## config.mk

```make
export PLATFORM = sky130hd
export DESIGN_NAME = fdiv_seq
export DESIGN_NICKNAME = d
export VERILOG_FILES = /design/src/rtl/fdiv_seq.sv
export SDC_FILE = /design/constraint.sdc
export NUM_CORES = 1
export LEC_CHECK = 0
export BUFFER_PORTS_ARGS = -buffer_cell sky130_fd_sc_hd__buf_2
export CORE_UTILIZATION = 55
export DETAILED_ROUTE_END_ITERATION = 7
export MAX_ROUTING_LAYER = met4
export PLACE_DENSITY_LB_ADDON = 0.05
export SETUP_SLACK_MARGIN = 0.05
export SYNTH_ARGS = -nofsm -noshare
export SYNTH_HDL_FRONTEND = slang
export SYNTH_SLANG_ARGS = --single-unit
export TNS_END_PERCENT = 100
```

## constraint.sdc

```tcl
create_clock -name clk -period 3.67 [get_ports clk]
set_input_delay 0.1835 -clock clk [delete_from_list [all_inputs] [get_ports clk]]
set_output_delay 0.1835 -clock clk [all_outputs]
set_load 0.01 [all_outputs]
```

## src/rtl/fdiv_seq.sv

```systemverilog
// Clock-enable sequencer: one registered tick every N enabled cycles, K times, then a done pulse.
// Commands use valid/ready (ready only in IDLE); FDIV_SEQ_RELOAD_EN makes bursts repeat until abort.
module fdiv_seq #(
  parameter int DIV_W = 8,
  parameter int CNT_W = 8
) (
  input  logic             clk,
  input  logic             rst_b,
  input  logic             cmd_valid,
  output logic             cmd_ready,
  input  logic [DIV_W-1:0] cmd_div,
  input  logic [CNT_W-1:0] cmd_cnt,
  input  logic             c_up,
  input  logic             abort,
  output logic             tick,
  output logic             busy,
  output logic             done,
  output logic [CNT_W-1:0] ticks_left
);

  typedef enum logic [2:0] {
    IDLE = 3'b001,
    RUN  = 3'b010,
    DONE = 3'b100
  } state_t;

  localparam logic [DIV_W-1:0] ONE_D = DIV_W'(1);
  localparam logic [CNT_W-1:0] ONE_C = CNT_W'(1);

  state_t           state, state_nxt;
  logic [DIV_W-1:0] phase, phase_nxt;
  logic [DIV_W-1:0] div_r, div_nxt;
  logic [CNT_W-1:0] left_r, left_nxt;
  logic             tick_r, tick_nxt;
`ifdef FDIV_SEQ_RELOAD_EN
  logic [CNT_W-1:0] cnt_r, cnt_nxt;
`endif

  always_comb begin
    state_nxt = state;
    phase_nxt = phase;
    div_nxt   = div_r;
    left_nxt  = left_r;
    tick_nxt  = 1'b0;
`ifdef FDIV_SEQ_RELOAD_EN
    cnt_nxt   = cnt_r;
`endif
    if (abort) begin
      state_nxt = IDLE;
      phase_nxt = '0;
      left_nxt  = '0;
    end else begin
      case (state)
        IDLE: begin
          if (cmd_valid) begin
            div_nxt   = (cmd_div == '0) ? ONE_D : cmd_div;
            left_nxt  = cmd_cnt;
            phase_nxt = '0;
`ifdef FDIV_SEQ_RELOAD_EN
            cnt_nxt   = cmd_cnt;
`endif
            state_nxt = (cmd_cnt != '0) ? RUN : DONE;
          end
        end
        RUN: begin
          if (c_up) begin
            // Phase wraps at div_r-1, so it can never overflow DIV_W bits.
            if (phase == div_r - ONE_D) begin
              phase_nxt = '0;
              tick_nxt  = 1'b1;
              if (left_r != '0) left_nxt = left_r - ONE_C;
              if (left_r == ONE_C) state_nxt = DONE;
            end else begin
              phase_nxt = phase + ONE_D;
            end
          end
        end
        DONE: begin
`ifdef FDIV_SEQ_RELOAD_EN
          if (cnt_r != '0) begin
            state_nxt = RUN;
            left_nxt  = cnt_r;
            phase_nxt = '0;
          end else begin
            state_nxt = IDLE;
          end
`else
          state_nxt = IDLE;
`endif
        end
        default: state_nxt = IDLE;
      endcase
    end
  end

  always_ff @(posedge clk or negedge rst_b) begin
    if (!rst_b) begin
      state  <= IDLE;
      phase  <= '0;
      div_r  <= ONE_D;
      left_r <= '0;
      tick_r <= 1'b0;
`ifdef FDIV_SEQ_RELOAD_EN
      cnt_r  <= '0;
`endif
    end else begin
      state  <= state_nxt;
      phase  <= phase_nxt;
      div_r  <= div_nxt;
      left_r <= left_nxt;
      tick_r <= tick_nxt;
`ifdef FDIV_SEQ_RELOAD_EN
      cnt_r  <= cnt_nxt;
`endif
    end
  end

  assign cmd_ready  = (state == IDLE) & ~abort;
  assign busy       = (state == RUN);
  assign done       = (state == DONE);
  assign tick       = tick_r;
  assign ticks_left = left_r;

endmodule

```

==> results.txt <==
----------------------------------------------------
[Clocking]
  Clock input transition at the sequential cells of the worst setup and hold paths ... 0.15 ns
  Cell chosen for the clock root ... clkbuf_4
  Maximum count of clock buffers along a single path ... 2
  Number of sinks handled by clock tree synthesis ... 28
  Number of CTS-inserted buffers ... 3
  CTS resizes ... 0
  Clk Latency, worst-skew pair ... 0.33 ns
  H-tree lvl count ... 1
  CTS tree ... done

[Critical path]
  Data arrival time at the worst-slack endpoint ... 2.98 ns
  Endpoint kind of the worst setup timing path ... flip-flop
  Worst setup path category ... reg -> reg
  Internal reg-to-reg setup slack ... between 0.9 and 1 ns
  Critical path's largest stage delay ... 0.59 ns
  List of cells traversed by the critical path ... inv_1 -> ha_1 -> nor3b_2 -> a21oi_1 -> o2111ai_1 -> a221o_1 -> nor3_4 -> nand2b_1 -> mux2_4
  Critical-path maximum fanout ... 7
  Kind of launch point of the worst setup path ... flip-flop
  Required time of the worst setup path ... 3.90 ns
  Crit path max-delay family ... simple AND/OR/NAND/NOR gates
  Critical Path Slowest Stage Cell ... dfstp_2
  Total buffers and inverters traversed by the critical path ... 1

[Yosys]
  Most used DFF post-synth ... dfrtp_1
  Syn. warnings ... 0
  Sequential share of the synthesized area ... 0.377
  Synth top area cells ... dfrtp_1 35%, nor2_1 4.4%, mux2_2 4.2%, xor2_1 3.3%, a21oi_1 3.0%
  Synthesized flop and latch total ... 28
  Top post-synthesis cells by count ... 26 x dfrtp_1, 22 x nor2_1, 14 x nand2_1
  Library cells used by synthesis ... 56
  Synthesized instance count ... 194
  Area share of the largest cell type after synthesis ... 0.349
  Netlist area before placement ... 0.00186 sq mm
  Count of flip-flops with a built-in enable after synthesis ... 0
  Mean Syn Cell Area ... around 9.6 sq um
  Synthesized netlist net count ... roughly 220
  Post-synth ARST share ... 1.00
  Cell with the most instances after synthesis ... dfrtp_1
  Post-synthesis cell type with the largest combined area ... dfrtp_1

[Die]
  Std cell rows ... 20
  I/O pin total ... 33
  Std-Cell Core Area ... 0.00313 sq mm
  Total Die Area ... 0.00363 sq mm
  Die X ... about 60 microns
  Initial Utilization ... 0.596
  Die height ... 60.2 microns

[Route]
  Number of design-rule violations left by the first detailed-router iteration ... 135
  Aggregate routed wire length ... 4110 microns
  DRT antenna net count ... 0
  Number of vias in the routed layout ... 1579
  Detailed-route wire length on metal 1 ... 1890 microns
  Routed wire per std cell ... 15.4 microns
  Mean number of vias per cell ... 5.91
  DR top layer ... met4
  DRC viols ... 0
  Drt first pass iters ... 4
  Met2 wire length ... roughly 1900 microns
  Met3 wire length ... 264 microns

[STA]
  Final Worst Setup Slack ... 0.919 ns
  Max-slew violations ... 0
  Final setup TNS ... 0 ns
  Post-Route Skew ... 0.00287 ns
  # setup viols final ... 0
  Ratio of final minimum period to clock period ... 0.750
  Tmin final ... about 2.8 ns
  Setup repair after global routing missed its margin ... no
  Worst-case headroom to the max-slew limit ... 0.539
  Hold Violations, Final ... 0
  Worst Hold Slack ... 0.0762 ns
  Least-Margin Pin Slew ... between 0.6 and 0.7 ns
  Highest achievable clock rate ... around 0.36 GHz

[Power]
  Leak pwr ... 0.913 nW
  Cell Int Power ... 0.513 mW
  Combinational power share ... 0.300
  Maximum vdd drop ... 0.000271 V
  Power per cell area ... 380 mW/mm^2
  Power spent charging and discharging nets ... ~0.27 mW
  Clock Power Share ... 0.194
  Sw frac ... 0.341
  Sequential share of power ... 0.506

[Place]
  DP Worst Slack ... roughly 1 ns
  Routability congestion estimate ... 0.941
  Detail Placement HPWL ... between 3000 and 4000 microns
  Total of buffers placed on input and output ports ... 32
  Total placed cells including tap cells ... 262

[GRT]
  Vias in the first global route ... between 1500 and 2000
  First-pass GRT wire length ... 6970 microns
  Initial antenna violation count ... 0
  Pin count of the biggest net entering global routing ... 29
  Gr usage total ... 0.267
  Global route overflow ... 0

[Layout]
  Filler Cell Count ... 265
  Final Net Count ... 249
  Non-filler cells, final ... 267
  Ratio of cells with drive above 1 in the final layout ... 0.269
  Core utilization of the finished layout ... 0.655
  Diodes inserted ... 0
  Layout overhead on the synthesized area ... 9.87%

[Min path]
  Worst min path class ... in -> reg

[Outcome]
  Run status ... finished, final reports clean

[Run]
  Maximum capacitance violations ... 0

----------------------------------------------------
## kinds of logic (layout without fill, tap and decap cells)
| kind of cell | count (synthesis) | after routing | share of synthesized area |
|---|---|---|---|
| xor gates and xnor gates | 11 | 11 | 0.0557 |
| buffers and inverters | 16 | 45 | 0.0577 |
| adders and majority gates | 4 | 4 | 0.0268 |
| AOI/OAI and AO/OA | 36 | 36 | 0.147 |
| muxes | 10 | 10 | 0.0658 |
| DFF | 28 | 28 | 0.377 |
| and+or+nand+nor | 89 | 89 | 0.270 |
## flip-flops by register name (all words and copies together), names as in the netlist
register and flops:
ticks_left 8, tick 1, div_r 8, state 3, phase 8
## worst paths after layout
check	from	endpoint	depth (start not counted)
max reg2reg	div_r[0]$_DFFE_PN1P_	ticks_left[1]$_DFFE_PN0P_	9
min in group asynchronous	rst_b	div_r[3]$_DFFE_PN0P_	2
max	div_r[0]$_DFFE_PN1P_	ticks_left[1]$_DFFE_PN0P_	9
min reg2reg	div_r[0]$_DFFE_PN1P_	div_r[0]$_DFFE_PN1P_	2
min	c_up	tick$_DFF_PN0_	3
max in group asynchronous	rst_b	ticks_left[1]$_DFFE_PN0P_	2
## layout by cell type, fill, tap and decap left out, types with 2 or more instances in the layout
master / instances
xnor2_1: 3
nand3b_1: 4
nor4_1: 4
or2_1: 2
a32o_1: 4
nor3_1: 3
or3_1: 3
mux2_4: 2
inv_1: 8
dfstp_2: 2
nand3_1: 8
and2_1: 4
o21ai_1: 2
nor2_1: 22
clkbuf_4: 3
nand2_1: 14
or4_1: 3
and3_1: 2
a22oi_1: 3
nand4_1: 3
dfrtp_1: 26
a21oi_1: 11
ha_1: 4
o21ai_0: 2
mux2_2: 7
nand2b_1: 5
xor2_1: 7
buf_2: 32
nor3b_1: 3
## worst min-delay path, stage by stage
cell and delay (ns):
buf_2 0.12, nand2_1 0.05, nor2_1 0.04
## power by group through the flow
stage,combinational (mW),sequential (mW),clock (mW)
2_1_floorplan,0.169,0.394,0
6_report,0.234,0.394,0.151
4_1_cts,0.233,0.393,0.159
5_1_grt,0.258,0.401,0.169
3_5_place_dp,0.231,0.400,0
3_3_place_gp,0.222,0.397,0
## stage by stage
stage / total power, mW / cell area (sq um)
final: 0.779 / 2050
after detailed placement: 0.630 / 2000
after global routing: 0.828 / 2050
after floorplan: 0.563 / 1860
after CTS: 0.785 / 2050
after global placement: 0.619 / 2000
## routing by layer
metal	vias up	GRT usage
li1	758	-
met4	0	0.0664
met5	-	-
met1	758	0.365
met3	6	0.0584
met2	57	0.400
## area by class of cell
cell class / instances / area [sq um] / area share
clock buffer: 4 / 36.3 / 0.0177
inverter: 8 / 30.0 / 0.0147
multi-input combinational: 150 / 1050 / 0.514
sequential: 28 / 703 / 0.343
tap: 44 / 55.1 / 0.0269
timing repair buffer: 33 / 170 / 0.0831
## what timing repair did
item / CTS / global route
endpoints found under the setup margin: 0 / 0
buffers inserted: 0 / 0
endpoints found under the hold margin: 26 / 0
hold buffers: 1 / 0
Power figures use the tool's default switching activity.
